File: src/rtl/regfile_sb.sv
// Register file with per-register busy scoreboard and sticky reserve error.
// Ports: clk, reset (sync, active-high); write/reg_w/data_in writeback;
// reserve/reg_r busy-marking; reg_a/reg_b read indices -> out_a/out_b,
// busy_a/busy_b; busy_any OR of all busy bits; err sticky double-reserve.
// Optional macro REGFILE_BYPASS_EN forwards writeback data to the reads.
module regfile_sb #(
  parameter int WIDTH   = 16,
  parameter int DEPTH   = 8,
  parameter bit ZERO_R0 = 1'b0,
  localparam int AW     = $clog2(DEPTH)
) (
  input  logic             clk,
  input  logic             reset,
  input  logic             write,
  input  logic [AW-1:0]    reg_w,
  input  logic [WIDTH-1:0] data_in,
  input  logic             reserve,
  input  logic [AW-1:0]    reg_r,
  input  logic [AW-1:0]    reg_a,
  input  logic [AW-1:0]    reg_b,
  output logic [WIDTH-1:0] out_a,
  output logic [WIDTH-1:0] out_b,
  output logic             busy_a,
  output logic             busy_b,
  output logic             busy_any,
  output logic             err
);

  // Storage spans the full index space; entries that are out of
  // range (or r0 when hardwired) are never written and stay zero.
  localparam int NE = 1 << AW;

  logic [WIDTH-1:0] regs_q [NE];
  logic [WIDTH-1:0] regs_d [NE];
  logic [NE-1:0]    busy_q;
  logic [NE-1:0]    busy_d;
  logic             err_q;
  logic             err_d;

  function automatic logic idx_ok(input logic [AW-1:0] idx);
    idx_ok = ({1'b0, idx} < (AW+1)'(DEPTH)) &&
             !(ZERO_R0 && (idx == '0));
  endfunction

  logic wr_ok;
  logic rs_ok;
  logic ra_ok;
  logic rb_ok;

  assign wr_ok = write & idx_ok(reg_w);
  assign rs_ok = reserve & idx_ok(reg_r);
  assign ra_ok = idx_ok(reg_a);
  assign rb_ok = idx_ok(reg_b);

  always_comb begin
    regs_d = regs_q;
    if (wr_ok) regs_d[reg_w] = data_in;
  end

  // Busy clears on writeback; a same-cycle reserve of the same
  // register is applied afterwards so it wins. Reserving a busy
  // register is an error unless that register is retiring now.
  always_comb begin
    busy_d = busy_q;
    err_d  = err_q;
    if (wr_ok) busy_d[reg_w] = 1'b0;
    if (rs_ok) begin
      if (busy_q[reg_r] && !(wr_ok && (reg_w == reg_r)))
        err_d = 1'b1;
      busy_d[reg_r] = 1'b1;
    end
  end

  always_ff @(posedge clk) begin
    if (reset) begin
      regs_q <= '{default: '0};
      busy_q <= '0;
      err_q  <= 1'b0;
    end else begin
      regs_q <= regs_d;
      busy_q <= busy_d;
      err_q  <= err_d;
    end
  end

  always_comb begin
    out_a  = ra_ok ? regs_q[reg_a] : '0;
    out_b  = rb_ok ? regs_q[reg_b] : '0;
    busy_a = ra_ok & busy_q[reg_a];
    busy_b = rb_ok & busy_q[reg_b];
`ifdef REGFILE_BYPASS_EN
    // wr_ok already excludes out-of-range and hardwired-zero indices.
    if (ra_ok && wr_ok && (reg_w == reg_a)) begin
      out_a  = data_in;
      busy_a = 1'b0;
    end
    if (rb_ok && wr_ok && (reg_w == reg_b)) begin
      out_b  = data_in;
      busy_b = 1'b0;
    end
`else
    // Reads see stored state only.
`endif
  end

  assign busy_any = |busy_q;
  assign err      = err_q;

endmodule

File: config.mk
export PLATFORM = sky130hd
export DESIGN_NAME = regfile_sb
export DESIGN_NICKNAME = d
export VERILOG_FILES = /design/src/rtl/regfile_sb.sv
export SDC_FILE = /design/constraint.sdc
export NUM_CORES = 1
export LEC_CHECK = 0
export ABC_AREA = 1
export CORE_MARGIN = 3
export CORE_UTILIZATION = 52
export CTS_BUF_LIST = sky130_fd_sc_hd__clkbuf_4 sky130_fd_sc_hd__clkbuf_8
export DETAILED_ROUTE_END_ITERATION = 8
export HOLD_SLACK_MARGIN = 0.02
export PLACE_DENSITY = 0.81
export SYNTH_ARGS = -nofsm -noshare
export SYNTH_HDL_FRONTEND = slang
export SYNTH_SLANG_ARGS = --single-unit
File: constraint.sdc
create_clock -name clk -period 1.2 [get_ports clk]
set_clock_uncertainty 0.05 [all_clocks]
set_input_delay 0.24 -clock clk [delete_from_list [all_inputs] [get_ports clk]]
set_output_delay 0.24 -clock clk [all_outputs]
set_load 0.01 [all_outputs]
==> results of run 1 <==
how the worst max path moves through the flow:
stage,end,slack [ns],cells past startpoint
4_1_cts,out_a[14],-0.55,8
6_report,out_a[14],-0.54,8
3_5_place_dp,out_b[14],-0.86,6
5_1_grt,out_a[3],-0.64,7
3_3_place_gp,out_b[14],-0.84,6
2_1_floorplan,out_a[5],0.0005,6
cells by family after synthesis:
| group | share of synthesized area, % |
|---|---|
| buffers and inverters | 9.75 |
| and+or+nand+nor | 24.3 |
| AOI/OAI and AO/OA | 29.0 |
| DFF | 37.0 |
cells in the mapped netlist:
cell	n	area share [%]
nand3_1	12	0.81
buf_4	4	0.41
nand2_2	4	0.34
a211oi_1	29	2.9
clkbuf_1	47	2.4
a21oi_1	173	12
nor2_4	4	0.61
buf_6	9	1.4
clkinv_1	4	0.20
inv_2	7	0.35
buf_1	2	0.10
nand2_4	3	0.46
nor2_1	109	5.5
a211oi_2	3	0.51
clkbuf_8	1	0.19
nor4_1	2	0.17
buf_2	36	2.4
o21ai_0	195	13
inv_1	42	2.1
dfxtp_1	137	37
clkinv_2	3	0.20
o21ai_1	10	0.68
nand2_1	324	16
layer usage:
layer,vias to the layer above,GRT usage [%],routed length (microns)
met5,-,0,0
met4,0,12.9,1030
met3,121,6.66,3300
met2,686,55.2,13000
met1,4173,42.0,10200
li1,4191,-,-
cell type report:
class	count	area, sq um
Clock buffer	21	283
Clock inverter	11	169
Fill cell	1038	3470
Inverter	56	223
Multi-Input combinational cell	868	4270
Sequential cell	137	2800
Tap cell	180	225
Timing Repair Buffer	253	2500
sequential cells by signal (all words and copies together) (netlist names):
| name | count |
|---|---|
| regs_q | 128 |
| busy_q | 8 |
| err | 1 |
stage by stage:
| stage | instance area (sq um) | setup slack [ns] | hold WS [ns] | utilization, % |
|---|---|---|---|---|
| 3_3_place_gp | 9520 | -0.838 | 0.394 | 68.3 |
| 3_5_place_dp | 9520 | -0.860 | 0.396 | 68.3 |
| 5_1_grt | 10500 | -0.645 | 0.341 | 75.1 |
| 4_1_cts | 10300 | -0.546 | 0.379 | 73.7 |
| 2_1_floorplan | 7590 | 0.000528 | 0.389 | - |
| 6_report | 10500 | -0.540 | 0.325 | 75.1 |
worst register-to-register path, stage by stage (launching register included):
cell     delay [ns]
dfxtp_2        0.33
buf_6          0.12
buf_4          0.13
nand2_2        0.05
nand3_2        0.08
nand2_2        0.09
inv_2          0.04
nand3_1        0.07
a21oi_1        0.06
power groups by stage:
| stage | Combinational, mW | Clock (mW) | Sequential [mW] |
|---|---|---|---|
| floorplan | 1.09 | 0 | 4.82 |
| global placement | 2.08 | 0 | 4.83 |
| detailed placement | 2.12 | 0 | 4.83 |
| CTS | 2.24 | 4.35 | 4.74 |
| global route | 2.55 | 4.55 | 4.76 |
| finish | 2.39 | 4.38 | 4.75 |
repair_timing:
action	CTS	global route
cloned	0	1
pin swaps	84	79
hold endpoints to repair	2	0
gates resized for setup	408	68
setup endpoints to repair	165	37
setup buffers	16	3
hold buffers	1	0
==> qor.yml, run 1 <==
crit_type: "flip-flop to primary output"
hold_start: "reg_r[2]"
seq_area_frac_synth_pct: 37.0
cts_tree: "built"
p_int_mw: 8.18
synth_cells: 1160
p_leak_nw: 4.16
drt_iter0_drc: 1310
end_kind: "primary output"
worstMarginPinSlew_ns: 0.332
required_ns: 0.91
fin_nets: 1365
min_path_type: "primary input to flip-flop"
comb_power_share_pct: 20.8
drive_gt1_share_pct: 34.0
gr-total-overflow: 0
synth_nets: 1192
r2r_start: "busy_q[3]"
power_mw: 11.5
swShare_pct: 29.0
dp_cells: 1482
slew_headroom_pct: 77.9
setup_tns_ns: -16.91
area_delta_synth_final_pct: 41.2
worst-path-max-fanout: 2
grt_pass1_vias: 8506
first_pass_iters: 7
grt_use_total_pct: 33.0
syn_avg_cell_area_sq_um: 6.39
maxCapViolations: 0
powerDensity_nw_per_um2: 1100
setup_ws_ns: -0.540
die_area_sq_um: 15700
power_switching_mw: 3.35
drtAntennaViolNets: 0
antenna_cells: 0
io_pins: 68
status: "complete, but fails checks"
core_area_sq_um: 13900
clk_path_buf_depth: 2
row_count: 43
drc: 0
hold_viol: 0
p_seq_share_pct: 41.2
clock-sinks: 137
grt_max_degree: 53
grt_pass1_wl_mm: 42.6
vdd_drop_max_v: 0.00121
r2r_slack_ns: 0.06
dpl.hpwl_mm: 16.7
rr_endpoint: "err"
rsz0062_at_grt: "true"
min_period_ns: 1.74
min_path_cells: 5
min_to: "busy_q[0]"
post-route-period-util_pct: 145
reg2reg_depth: 8
crit_buf_inv: 3
fp.dieH_microns: 125
via_count: 9171
routedWlPerCell_microns: 18.1
slew_viol_final: 0
clock_power_share_pct: 38.0
yosys_warnings: 0
failed_checks: "setup timing"
fmax_mhz: 575
clk_latency_ns: 0.46
die_w_microns: 125
h-tree-depth: 4
root_buffer: "clkbuf_8"
slowest_stage: "dfxtp_2"
initial_core_util_pct: 53.2
clkTransAtPathRegs_ns: 0.08
ys_ff_latch: 137
start_kind: "flip-flop"
synth_area_sq_um: 7410
grt_antenna_before_repair: 0
arrival_ns: 1.45
gp_congestion: 0.960
cts_made_buffers: 17
crit_family: "flip-flops"
cpPeakStageDelay_ns: 0.33
vias_per_cell: 6.01
cp_cell_sequence: "inv_2 -> buf_6 -> a21oi_2 -> o21ai_1 -> o21ai_1 -> nand2_1 -> nand2_2 -> buf_6"
layout_commonest_cell: "nand2_1"
yosysUniqueCellTypes: 23
layout_common_cells: "nand2_1 (290), buf_4 (142), o21ai_1 (130)"
stdcell_count: 1526
cp-startpoint: "regs_q[110]"
wirelength_mm: 27.6
port_buffers: 67
finalSetupViolCount: 35
Power figures use the tool's default switching activity.
==> run 2, diff against run 1 <==
Settings changed: CORE_ASPECT_RATIO from default to 0.75, MAX_ROUTING_LAYER from default to met4, TNS_END_PERCENT from default to 100.
==> run 2 against run 1 <==
Effect of this change: total power shrank 6.6%; the run still ends with setup timing left; via count shrank 1.3%; non-clock buffer count is 5 higher; largest cell class unchanged; wire length increased by 0.70%; clock power is 18% lower; count of clock-buffer cells in the layout fell by 3; sequential cell count is the same; cell count stayed put; register-to-register slack barely moved; highest routed layer unchanged.
==> qor.yml, run 2 (same netlist as run 1, synthesis figures left out) <==
post-route-period-util_pct: 147  # +1.8 points
arrival_ns: 1.47  # +0.02 ns
drive_gt1_share_pct: 33.2  # -0.72 points
clock-sinks: 137  # unchanged
fin_nets: 1370  # +0.37%
wirelength_mm: 27.8  # +0.70%
cpPeakStageDelay_ns: 0.33  # about the same
die_w_microns: 144  # +15%
required_ns: 0.91  # about the same
gr-total-overflow: 0  # unchanged
grt_pass1_wl_mm: 43.2  # +1.3%
fmax_mhz: 568  # -1.2%
slew_headroom_pct: 77.4  # -0.48 points
h-tree-depth: 4  # unchanged
end_kind: "primary output"
maxCapViolations: 0  # unchanged
reg2reg_depth: 8  # unchanged
area_delta_synth_final_pct: 41.1  # about the same
row_count: 37  # -14%
r2r_start: "busy_q[3]"
min_to: "regs_q[95]"
drc: 0  # unchanged
drt_iter0_drc: 1208  # -7.8%
drtAntennaViolNets: 0  # unchanged
grt_use_total_pct: 35.8  # +2.7 points
powerDensity_nw_per_um2: 1030  # -6.6%
min_path_cells: 2  # -3
r2r_slack_ns: 0.07  # about the same
regArea_sq_um: 2800  # about the same
dp_slack_ns: -0.877  # -0.0175 ns
fin_util_pct: 75.6  # +0.44 points
hold_viol: 0  # unchanged
grt_antenna_before_repair: 0  # unchanged
top_register: "regs_q"
slew_viol_final: 0  # unchanged
clk_latency_ns: 0.46  # about the same
port_buffers: 67  # unchanged
die_area_sq_um: 15700  # about the same
failed_checks: "setup timing"
min_path_type: "primary input to flip-flop"
core_area_sq_um: 13800  # -0.66%
largest_reg_flops: 128  # unchanged
grt_max_degree: 52  # -1.9%
worst-path-max-fanout: 2  # unchanged
initial_core_util_pct: 53.6  # +0.36 points
p_leak_nw: 4.16  # about the same
routedWlPerCell_microns: 18.2  # +0.70%
crit_type: "flip-flop to primary output"
slowest_stage: "dfxtp_2"
layout_common_cells: "nand2_1 (292), buf_4 (148), a21oi_1 (126)"
vdd_drop_max_v: 0.000635  # -47%
vias_per_cell: 5.93  # -1.3%
antenna_cells: 0  # unchanged
fillerInstances: 1012  # -2.5%
layout_commonest_cell: "nand2_1"
clkTransAtPathRegs_ns: 0.09  # about the same
fp.dieH_microns: 109  # -13%
finalSetupViolCount: 35  # unchanged
io_pins: 68  # unchanged
holdBufCountCts: 0  # -1
rr_endpoint: "err"
min_period_ns: 1.76  # +0.0220 ns
dpl.hpwl_mm: 17.4  # +3.8%
first_pass_iters: 6  # -1
setup_ws_ns: -0.562  # -0.0220 ns
crit_buf_inv: 3  # unchanged
power_mw: 10.8  # -6.6%
crit_family: "flip-flops"
hold_start: "reset"
cp_cell_sequence: "inv_2 -> buf_6 -> a21oi_2 -> o21ai_1 -> o21ai_1 -> nand2_1 -> nand2_1 -> buf_2"
rsz0062_at_grt: "true"
via_count: 9051  # -1.3%
cts_made_buffers: 17  # unchanged
cts_tree: "built"
start_kind: "flip-flop"
clk_path_buf_depth: 2  # unchanged
worstMarginPinSlew_ns: 0.338  # +0.00656 ns
root_buffer: "clkbuf_8"
gp_congestion: 0.949  # -1.2%
status: "complete, but fails checks"
multi_input_area_sq_um: 4250  # -0.56%
grt_pass1_vias: 8594  # +1.0%
setup_tns_ns: -17.16  # -0.258 ns
==> run 2: changes by cell type in the layout (fill, tap and decap cells not counted), sizes merged <==
cell           change
clkinvlp           +2
dlygate4sd2        -2
dlygate4sd3        -1
clkdlybuf4s50      +2
clkbuf             -4
buf                +7
bufinv             -4
inv                +5
==> run 2: layout make-up <==
cell class                 instances  share of cell area [%]
sequential                       137                    26.7
inverter                          56                    2.19
multi-input combinational        868                    40.6
clock inverter                    14                    1.06
clock buffer                      18                    2.37
tap                              175                    2.09
timing repair buffer             258                    24.9
==> run 2: timing repair <==
action	in CTS	in global routing
hold endpoints to repair	0	0
resized for setup	397	42
setup buffers	13	3
pin swaps	76	53
gates cloned	1	1
setup endpoints to repair	163	59
==> run 2: worst max-delay path by stage <==
stage,start,to,slack [ns],cells after the start
floorplan,reg_a[1],out_a[5],0.0005,6
global placement,reg_b[0],out_b[7],-0.84,9
detailed placement,reg_b[0],out_b[6],-0.88,9
CTS,regs_q[36],out_a[4],-0.56,8
global route,regs_q[36],out_a[4],-0.71,8
finish,regs_q[36],out_a[4],-0.56,8
==> run 2: through the flow <==
| step | hold WS, ns | cell area (sq um) | cells |
|---|---|---|---|
| after floorplan | 0.389 | 7590 | 1160 |
| after global placement | 0.391 | 9620 | 1483 |
| after detailed placement | 0.392 | 9620 | 1483 |
| after CTS | 0.0928 | 10300 | 1522 |
| after global routing | 0.0882 | 10500 | 1526 |
| final | 0.104 | 10500 | 1526 |
==> run 2: where the power goes <==
part	switching, mW	leakage, nW	internal, mW	total, mW
Sequential	0.0818	1.13	4.67	4.75
Combinational	1.33	2.86	1.08	2.41
Clock	2.09	0.166	1.52	3.60
Total	3.50	4.16	7.26	10.8
==> run 2: per-layer routing <==
metal	vias up	GRT usage (%)	share of wire, %
met5	-	-	0
met4	0	16.1	3.7
met3	122	8.48	12
met2	631	55.4	45
met1	4106	44.6	38
li1	4192	-	-
==> run 3, diff against run 2 <==
Settings changed: ABC_AREA 1 to default, SLEW_MARGIN from default to 20.
==> run 3 against run 2 <==
Effect of this change: the flow still finishes with violations (setup timing); critical path depth fell by 5; die area fell by 3.8%; sequential share of layout area grew 2.5 points; cell count is 31% lower; largest power group is now the clock network; combinational power down 37%.
==> qor.yml, run 3 <==
yosysUniqueCellTypes: 31  # +35%
synthFlopType: "dfxtp_1"
clock_power_share_pct: 43.4  # +9.9 points
setup_ws_ns: -0.807  # -0.245 ns
grt_max_degree: 49  # -5.8%
drc: 0  # unchanged
powerDensity_nw_per_um2: 1150  # +12%
clk_path_buf_depth: 2  # unchanged
layout_common_cells: "nand2_1 (256), a21oi_1 (126), dfxtp_1 (83)"
yosys_warnings: 0  # unchanged
yosys-top-cells-area: "dfxtp_1 (39%), mux4_2 (22%), nand2_1 (14%)"
finalSetupViolCount: 37  # +5.7%
required_ns: 0.91  # about the same
maxCapViolations: 0  # unchanged
cts_tree: "built"
synth_area_sq_um: 7120  # -4.0%
layout_commonest_cell: "nand2_1"
dpl.hpwl_mm: 14.3  # -18%
worst_hold_slack_ns: 0.0586  # -0.0457 ns
routedWlPerCell_microns: 22.8  # +25%
grt_pass1_wl_mm: 37.0  # -14%
area_delta_synth_final_pct: 35.1
post-route-period-util_pct: 167  # +20 points
swShare_pct: 24.2  # -8.3 points
fmax_mhz: 498  # -12%
rsz0062_at_grt: "true"
drt_iter0_drc: 814  # -33%
fillerInstances: 861  # -15%
synth_nets: 790  # -34%
die_w_microns: 141  # -1.9%
setup_tns_ns: -26.51  # -9.35 ns
synth_cells: 758  # -35%
largest_reg_flops: 128  # unchanged
fin_util_pct: 72.8  # -2.7 points
cts_made_buffers: 17  # unchanged
start_kind: "flip-flop"
arrival_ns: 1.72  # +0.25 ns
hold_viol: 0  # unchanged
grt_antenna_before_repair: 0  # unchanged
io_pins: 68  # unchanged
grt_use_total_pct: 32.6  # -3.1 points
synth_top_area_share_pct: 38.5  # +1.5 points
failed_checks: "setup timing"
ys_ff_latch: 137  # unchanged
synth-edff-count: 0  # unchanged
top_register: "regs_q"
p_int_mw: 8.39  # +15%
crit_type: "flip-flop to primary output"
gr-total-overflow: 0  # unchanged
row_count: 36  # -2.7%
worstMarginPinSlew_ns: 0.399  # +0.0608 ns
initial_core_util_pct: 53.9  # +0.36 points
p_leak_nw: 3.57  # -14%
h-tree-depth: 4  # unchanged
status: "complete, but fails checks"
slew_headroom_pct: 73.3  # -4.1 points
first_pass_iters: 6  # unchanged
via_count: 6707  # -26%
min_path_type: "primary input to flip-flop"
yosysMostFrequentCell: "nand2_1"
dp_slack_ns: -0.992  # -0.114 ns
fp.dieH_microns: 107  # -1.9%
clk_latency_ns: 0.45  # about the same
synth_common_cells: "nand2_1 (258), dfxtp_1 (137), a21oi_1 (130)"
slew_viol_final: 0  # unchanged
wirelength_mm: 23.9  # -14%
clkTransAtPathRegs_ns: 0.08  # about the same
worst-path-max-fanout: 3  # +1
antenna_cells: 0  # unchanged
core_area_sq_um: 13200  # -4.7%
min_period_ns: 2.01  # +0.245 ns
die_area_sq_um: 15100  # -3.8%
synth_top_area_cell: "dfxtp_1"
gp_congestion: 0.844  # -11%
fin_nets: 901  # -34%
holdBufCountCts: 0  # unchanged
end_kind: "primary output"
clock-sinks: 137  # unchanged
root_buffer: "clkbuf_8"
async_flop_share_pct: 0  # unchanged
drtAntennaViolNets: 0  # unchanged
port_buffers: 67  # unchanged
comb_power_share_pct: 13.9  # -8.5 points
vias_per_cell: 6.38  # +7.5%
seq_area_frac_synth_pct: 38.5  # +1.5 points
grt_pass1_vias: 6938  # -19%
syn_avg_cell_area_sq_um: 9.39  # +47%
p_seq_share_pct: 42.8  # -1.3 points
drive_gt1_share_pct: 41.2  # +8.0 points
vdd_drop_max_v: 0.000931  # +46%
power_switching_mw: 2.68  # -23%
[run 3: changes by cell type in the layout (fill, tap and decap cells not counted), moves of 13 or more]
cell	before	now
a211oi_1	29	0
a21oi_2	47	4
buf_4	148	65
buf_6	37	51
dfxtp_1	96	83
inv_2	38	0
mux2_4	0	34
mux4_2	0	69
nand2_1	292	256
nand2_2	36	2
nor2_1	107	6
o21ai_0	88	0
o21ai_1	116	0
[run 3: final cells by class]
cell class / instances / area [sq um] / area share (%)
multi-input cells: 538 / 4220 / 43.9
flip-flops and latches: 137 / 2820 / 29.3
clock inverters: 12 / 245 / 2.55
well taps: 171 / 214 / 2.23
clock buffers: 19 / 255 / 2.65
repair buffers: 175 / 1870 / 19.4
[run 3: timing repair]
item | in CTS | in global routing
gates cloned | 3 | 0
setup buffers | 23 | 7
gates resized for setup | 257 | 36
setup endpoints to repair | 173 | 136
pin swaps | 8 | 10
[run 3: logic make-up (layout without fill, tap and decap cells)]
family                    after synthesis  after routing  share of synthesized area [%]
and+or+nand+nor                       291            291                           17.3
AOI/OAI and AO/OA                     139            139                           10.4
DFF                                   137            137                           38.5
muxes                                 105            105                           27.5
buffers and inverters                  83            206                           5.89
xor gates and xnor gates                3              3                          0.369
[run 3: final timing paths]
check | startpoint | end | slack, ns | cells after the start
setup / recovery | regs_q[14] | out_b[14] | -0.81 | 3
hold / removal | reset | busy_q[7] | 0.06 | 2
setup reg to reg | busy_q[7] | err | -0.23 | 4
hold reg to reg | regs_q[13] | regs_q[13] | 0.41 | 2
[run 3: per-layer routing]
| metal | vias to the layer above | routed length, microns | global-route usage [%] | part of all wire, % |
|---|---|---|---|---|
| li1 | 2885 | - | - | - |
| met1 | 3241 | 8710 | 39.0 | 36 |
| met4 | 0 | 848 | 14.0 | 3.5 |
| met2 | 482 | 11900 | 54.0 | 50 |
| met3 | 99 | 2460 | 6.84 | 10 |
| met5 | - | 0 | - | 0 |
[run 3: critical path: stages (launching register included)]
cell     delay, ns
dfxtp_2       0.35
mux4_2        0.50
mux2_4        0.30
buf_6         0.13
[run 3: stage by stage]
stage | std cells | power [mW] | cell area, sq um
after CTS | 1048 | 11.0 | 9510
after detailed placement | 991 | 6.20 | 8590
after global routing | 1052 | 11.4 | 9610
final | 1052 | 11.1 | 9610
after floorplan | 758 | 5.67 | 7460
after global placement | 991 | 6.14 | 8590
[run 3: power groups by stage]
| stage | clock [mW] | sequential [mW] | combinational [mW] |
|---|---|---|---|
| 2_1_floorplan | 0 | 4.80 | 0.870 |
| 3_3_place_gp | 0 | 4.81 | 1.33 |
| 3_5_place_dp | 0 | 4.83 | 1.37 |
| 4_1_cts | 4.78 | 4.73 | 1.47 |
| 5_1_grt | 5.02 | 4.74 | 1.61 |
| 6_report | 4.80 | 4.73 | 1.53 |
